--- config.mk ---
export PLATFORM = sky130hd
export DESIGN_NAME = data_island_packet_serializer
export DESIGN_NICKNAME = d
export VERILOG_FILES = /design/src/rtl/data_island_packet_serializer.sv
export SDC_FILE = /design/constraint.sdc
export NUM_CORES = 1
export LEC_CHECK = 0
export CORE_UTILIZATION = 40
export CTS_CLUSTER_DIAMETER = 40
export DETAILED_ROUTE_END_ITERATION = 16
export PLACE_DENSITY = 0.6
export SLEW_MARGIN = 20
export SYNTH_ARGS = -nofsm -noshare
export SYNTH_HDL_FRONTEND = slang
export SYNTH_SLANG_ARGS = --single-unit
--- constraint.sdc ---
create_clock -name clk_pixel -period 11.3 [get_ports clk_pixel]
set_clock_uncertainty 0.1 [all_clocks]
set_input_delay 2.26 -clock clk_pixel [delete_from_list [all_inputs] [get_ports clk_pixel]]
set_output_delay 2.26 -clock clk_pixel [all_outputs]
set_load 0.03 [all_outputs]
--- src/rtl/data_island_packet_serializer.sv ---
`default_nettype none
// ============================================================================
// Module  : data_island_packet_serializer
// Brief   : Appends BCH parity to a data island header and four subpackets and
//           serialises them as 9 TERC4 payload bits per pixel over 32 pixels.
//           Optional DATA_ISLAND_OUTPUT_REG_EN adds one output register stage.
// Revision: 1.0 - initial release
// ============================================================================
module data_island_packet_serializer #(
    parameter logic [7:0] ECC_POLY = 8'h83
) (
    input  logic        clk_pixel,
    input  logic        reset,
    input  logic        data_island_period,
    input  logic [23:0] header,
    input  logic [55:0] sub [3:0],
    output logic [4:0]  counter,
    output logic [8:0]  packet_data,
    output logic        packet_end
);
    localparam logic [4:0] c_HDR_PIXELS = 5'd24;
    localparam logic [4:0] c_SUB_PIXELS = 5'd28;
    localparam logic [4:0] c_LAST_PIXEL = 5'd31;

    function automatic logic [7:0] bch_step(input logic [7:0] p, input logic b);
        return {1'b0, p[7:1]} ^ ((p[0] ^ b) ? ECC_POLY : 8'h00);
    endfunction

    logic [4:0]  r_counter;
    logic [7:0]  r_hdr_ecc;
    logic [7:0]  r_sub_ecc [4];
    logic [23:0] r_header_hold;
    logic [55:0] r_sub_hold [4];

    logic        w_first;
    logic        w_hdr_lane;
    logic        w_sub_lane;
    logic [23:0] w_header;
    logic        w_hdr_bit;
    logic [7:0]  w_hdr_next;
    logic        w_ch0;
    logic [3:0]  w_ch1;
    logic [3:0]  w_ch2;
    logic [7:0]  w_sub_next [4];
    logic [4:0]  w_counter;
    logic [8:0]  w_packet_data;
    logic        w_packet_end;

    // Pixel 0 works from the live inputs and a zero parity seed, so nothing
    // from a previous or aborted packet can leak into the new one.
    assign w_first    = (r_counter == 5'd0);
    assign w_hdr_lane = (r_counter < c_HDR_PIXELS);
    assign w_sub_lane = (r_counter < c_SUB_PIXELS);
    assign w_header   = w_first ? header : r_header_hold;
    assign w_hdr_bit  = w_header[r_counter];
    assign w_hdr_next = bch_step(w_first ? 8'h00 : r_hdr_ecc, w_hdr_bit);
    assign w_ch0      = w_hdr_lane ? w_hdr_bit : r_hdr_ecc[r_counter[2:0]];

    for (genvar gi = 0; gi < 4; gi++) begin : g_lane
        logic [55:0] w_sub_cur;
        logic        w_bit_lo;
        logic        w_bit_hi;
        logic [7:0]  w_mid;

        assign w_sub_cur       = w_first ? sub[gi] : r_sub_hold[gi];
        assign w_bit_lo        = w_sub_cur[{r_counter, 1'b0}];
        assign w_bit_hi        = w_sub_cur[{r_counter, 1'b1}];
        assign w_mid           = bch_step(w_first ? 8'h00 : r_sub_ecc[gi], w_bit_lo);
        assign w_sub_next[gi]  = bch_step(w_mid, w_bit_hi);
        assign w_ch1[gi]       = w_sub_lane ? w_bit_lo : r_sub_ecc[gi][{r_counter[1:0], 1'b0}];
        assign w_ch2[gi]       = w_sub_lane ? w_bit_hi : r_sub_ecc[gi][{r_counter[1:0], 1'b1}];
    end

    assign w_counter     = data_island_period ? r_counter : 5'd0;
    assign w_packet_data = data_island_period ? {w_ch2, w_ch1, w_ch0} : 9'd0;
    assign w_packet_end  = data_island_period && (r_counter == c_LAST_PIXEL);

    always_ff @(posedge clk_pixel) begin
        if (reset) begin
            r_counter     <= 5'd0;
            r_hdr_ecc     <= 8'h00;
            r_header_hold <= 24'd0;
            for (int i = 0; i < 4; i++) begin
                r_sub_ecc[i]  <= 8'h00;
                r_sub_hold[i] <= 56'd0;
            end
        end else if (!data_island_period) begin
            r_counter <= 5'd0;
            r_hdr_ecc <= 8'h00;
            for (int i = 0; i < 4; i++) begin
                r_sub_ecc[i] <= 8'h00;
            end
        end else begin
            r_counter <= r_counter + 5'd1;
            if (w_first) begin
                r_header_hold <= header;
                for (int i = 0; i < 4; i++) begin
                    r_sub_hold[i] <= sub[i];
                end
            end
            if (w_hdr_lane) begin
                r_hdr_ecc <= w_hdr_next;
            end
            if (w_sub_lane) begin
                for (int i = 0; i < 4; i++) begin
                    r_sub_ecc[i] <= w_sub_next[i];
                end
            end
        end
    end

`ifdef DATA_ISLAND_OUTPUT_REG_EN
    always_ff @(posedge clk_pixel) begin
        if (reset) begin
            counter     <= 5'd0;
            packet_data <= 9'd0;
            packet_end  <= 1'b0;
        end else begin
            counter     <= w_counter;
            packet_data <= w_packet_data;
            packet_end  <= w_packet_end;
        end
    end
`else
    assign counter     = w_counter;
    assign packet_data = w_packet_data;
    assign packet_end  = w_packet_end;
`endif

endmodule
`default_nettype wire

==> flow_metrics.py <==
metrics = {
    "run_status": {
        "status": "completed",
    },
    "worst_setup_path": {
        "crit_top_cell": "buf_4",
        "critPathMaxFanout": 51,
        "cp_cell_sequence": "inv_2, buf_4, ha_1, or4b_4, buf_4, mux4_2, mux2i_1, a2111oi_0, o32ai_2, a21boi_0, clkdlybuf4s50_1",
        "cp_num_buf_inv": 4,
        "critPathArrivalTime_ns": 6.20,
        "critPathTopFamily": "buffers and inverters",
        "cp-start-kind": "register",
        "crit_type": "reg -> out",
        "critPathCaptureType": "primary output",
        "crit_required_ns": 8.94,
        "max_stage_delay_ns": 0.81,
        "slowest_stage": "dfxtp_4",
    },
    "drt": {
        "wl_um": 47700,
        "drtAntennaViolNets": 0,
        "avgRoutedWirePerCell_um": 23.4,
        "viasPerCell": 5.69,
        "drc_errors": 0,
        "firstDrtPassIters": 5,
        "vias": 11600,
        "drt_iter0_markers": 936,
    },
    "global_routing": {
        "grt_max_degree": 205,
        "grt_usage_pct": 23.8,
        "first_global_vias": 11800,
        "antenna_found_initial": 9,
        "grt_overflow": 0,
        "grt_pass1_wl_um": 73300,
    },
    "clocking": {
        "cts_tree": "done",
        "clk_latency_ns": 0.58,
        "htree_num_levels": 2,
        "path_clk_slew_ns": 0.06,
        "cts_buffers": 49,
        "post_cts_buffers": 0,
        "clk_path_buf_depth": 3,
        "clkSinkCount": 293,
        "cts_resized": 0,
        "hold_buffers": 0,
        "cts-root-buf": "clkbuf_16",
    },
    "worst_hold_path": {
        "min_path_type": "reg -> reg",
    },
    "timing": {
        "final_hold_viol_count": 0,
        "drv_slew": 0,
        "rsz0062_at_grt": "no",
        "slew_headroom_pct": 26.9,
        "tns_ns": 0,
        "hold_slack_ns": 0.355,
        "period_needed_ns": 8.56,
        "setup_violations": 0,
        "fin_crit_sh_pct": 75.8,
        "max_freq_ghz": 0.117,
        "worstMarginPinSlew_ns": 1.10,
    },
    "floorplan": {
        "die_x_um": 200,
        "start_util_pct": 40.7,
        "num_rows": 72,
        "die_h_um": 200,
        "io_pins": 266,
        "dieArea_um2": 40200,
        "core_um2": 38700,
    },
    "yosys": {
        "synth-main-ff-cell": "edfxtp_1",
        "syn_avg_cell_area_um2": 12.5,
        "ys_seq_area_share_pct": 53.0,
        "synth_edf_count": 248,
        "syn_area_um2": 15800,
        "synth-seq-cells": 293,
        "ys_top_cells_by_area": "edfxtp_1 47%, mux4_2 15%, and3_1 9.5%, dfxtp_1 5.7%, nand2_1 3.6%",
        "synth_commonest_cells": "248 x edfxtp_1, 240 x and3_1, 150 x nand2_1",
        "ys_warn_count": 0,
        "synth_top_area_share_pct": 47.3,
        "ys_types": 71,
        "ys_async_sr_fraction_pct": 0,
        "post-synth-top-count-cell": "edfxtp_1",
        "synth_top_area_cell": "edfxtp_1",
        "netlist_instances": 1265,
        "syn_nets": 1519,
    },
    "run": {
        "maxCapViolations": 0,
    },
    "power_and_ir_drop": {
        "vdd_drop_max_mv": 0.106,
        "powerDensity_nw_per_um2": 160,
        "p_leak_nw": 8.14,
    },
    "layout": {
        "drive_gt1_share_pct": 15.0,
        "syn_to_final_growth_pct": 29.5,
        "fillers": 3337,
        "regArea_um2": 8360,
        "nNetsFinal": 1732,
        "multiInputGateArea_um2": 6870,
    },
    "place": {
        "dp_hpwl_um": 30700,
        "gp_congestion": 0.803,
        "numPortBuffers": 265,
    },
}
==> state kept, by name, summed over array words and instances (netlist names) <==
register / flops
r_hdr_ecc: 8
r_sub_ecc: 32
r_counter: 5
r_sub_hold: 224
r_header_hold: 24
==> layer usage <==
| metal | share of wire, % | track usage (%) |
|---|---|---|
| met1 | 44 | 33.4 |
| met2 | 46 | 35.9 |
| met3 | 8.7 | 7.03 |
| met4 | 1.9 | 6.60 |
| met5 | 0.21 | 0 |
==> cells in the final DEF, fill, tap and decap left out, types with 7 or more instances in the layout <==
master             n
clkbuf_1          11
and2_1            11
mux2i_1           40
clkinv_2           7
xor2_1            14
a21oi_1           41
nand2_1          150
nand3_1           26
dfxtp_1           43
nor2_1            55
nor3b_1            7
and3_1           240
a22oi_1            7
clkbuf_16         51
o22ai_1            8
bufinv_16          7
edfxtp_1         248
buf_4             20
mux2_2             9
clkdlybuf4s50_1  265
a211oi_1           9
xnor2_1           19
o2111ai_1          8
mux4_2           103
==> per-stage QoR <==
stage	instances	setup slack, ns	cell area (um^2)	util [%]	power (mW)
2_1_floorplan	1265	2.28	15800	-	1.58
3_3_place_gp	1945	3.46	18700	48.3	1.75
3_5_place_dp	1945	3.37	18700	48.3	1.75
4_1_cts	2035	2.74	20400	52.6	3.29
5_1_grt	2035	2.40	20400	52.6	3.37
6_report	2038	2.74	20400	52.7	3.26
==> logic make-up after synthesis <==
logic type	Yosys count	share of synthesized area [%]
simple gates	525	17.6
flops	293	53.0
mux	152	17.9
buf+inv	131	3.60
compound gates	127	5.75
xor+xnor	34	1.94
fa+ha+maj	3	0.238
==> tightest hold or removal path: stages (launching register included) <==
cell	delay (ns)
dfxtp_1	0.30
nand2_1	0.05
a21oi_1	0.05
==> power by group <==
part	switching (mW)	total [mW]	leakage [nW]	internal, mW
clock network	0.533	1.53	0.806	0.997
registers	0.0317	1.29	3.09	1.26
logic	0.213	0.435	4.25	0.222
==> area by class of cell <==
type	instances	area share, %
Tap cell	518	3.18
Clock inverter	26	1.61
Inverter	7	0.129
Timing Repair Buffer	286	13.8
Clock buffer	64	6.59
Sequential cell	293	41.0
Antenna cell	3	0.0368
Multi-Input combinational cell	841	33.7
==> worst paths after layout <==
check                                      start                         endpoint  slack [ns]  cells after the start
setup / recovery         r_counter[0]$_SDFF_PP0_                   packet_data[6]        2.74                     11
hold / removal    r_header_hold[12]$_SDFFE_PP0P_   r_header_hold[12]$_SDFFE_PP0P_        0.36                      2
setup reg to reg         r_counter[0]$_SDFF_PP0_  r_sub_hold[3][11]$_SDFFCE_PN0P_        5.67                      8
hold reg to reg   r_header_hold[12]$_SDFFE_PP0P_   r_header_hold[12]$_SDFFE_PP0P_        0.36                      2
Note: power is estimated with default switching activity, not from simulation.
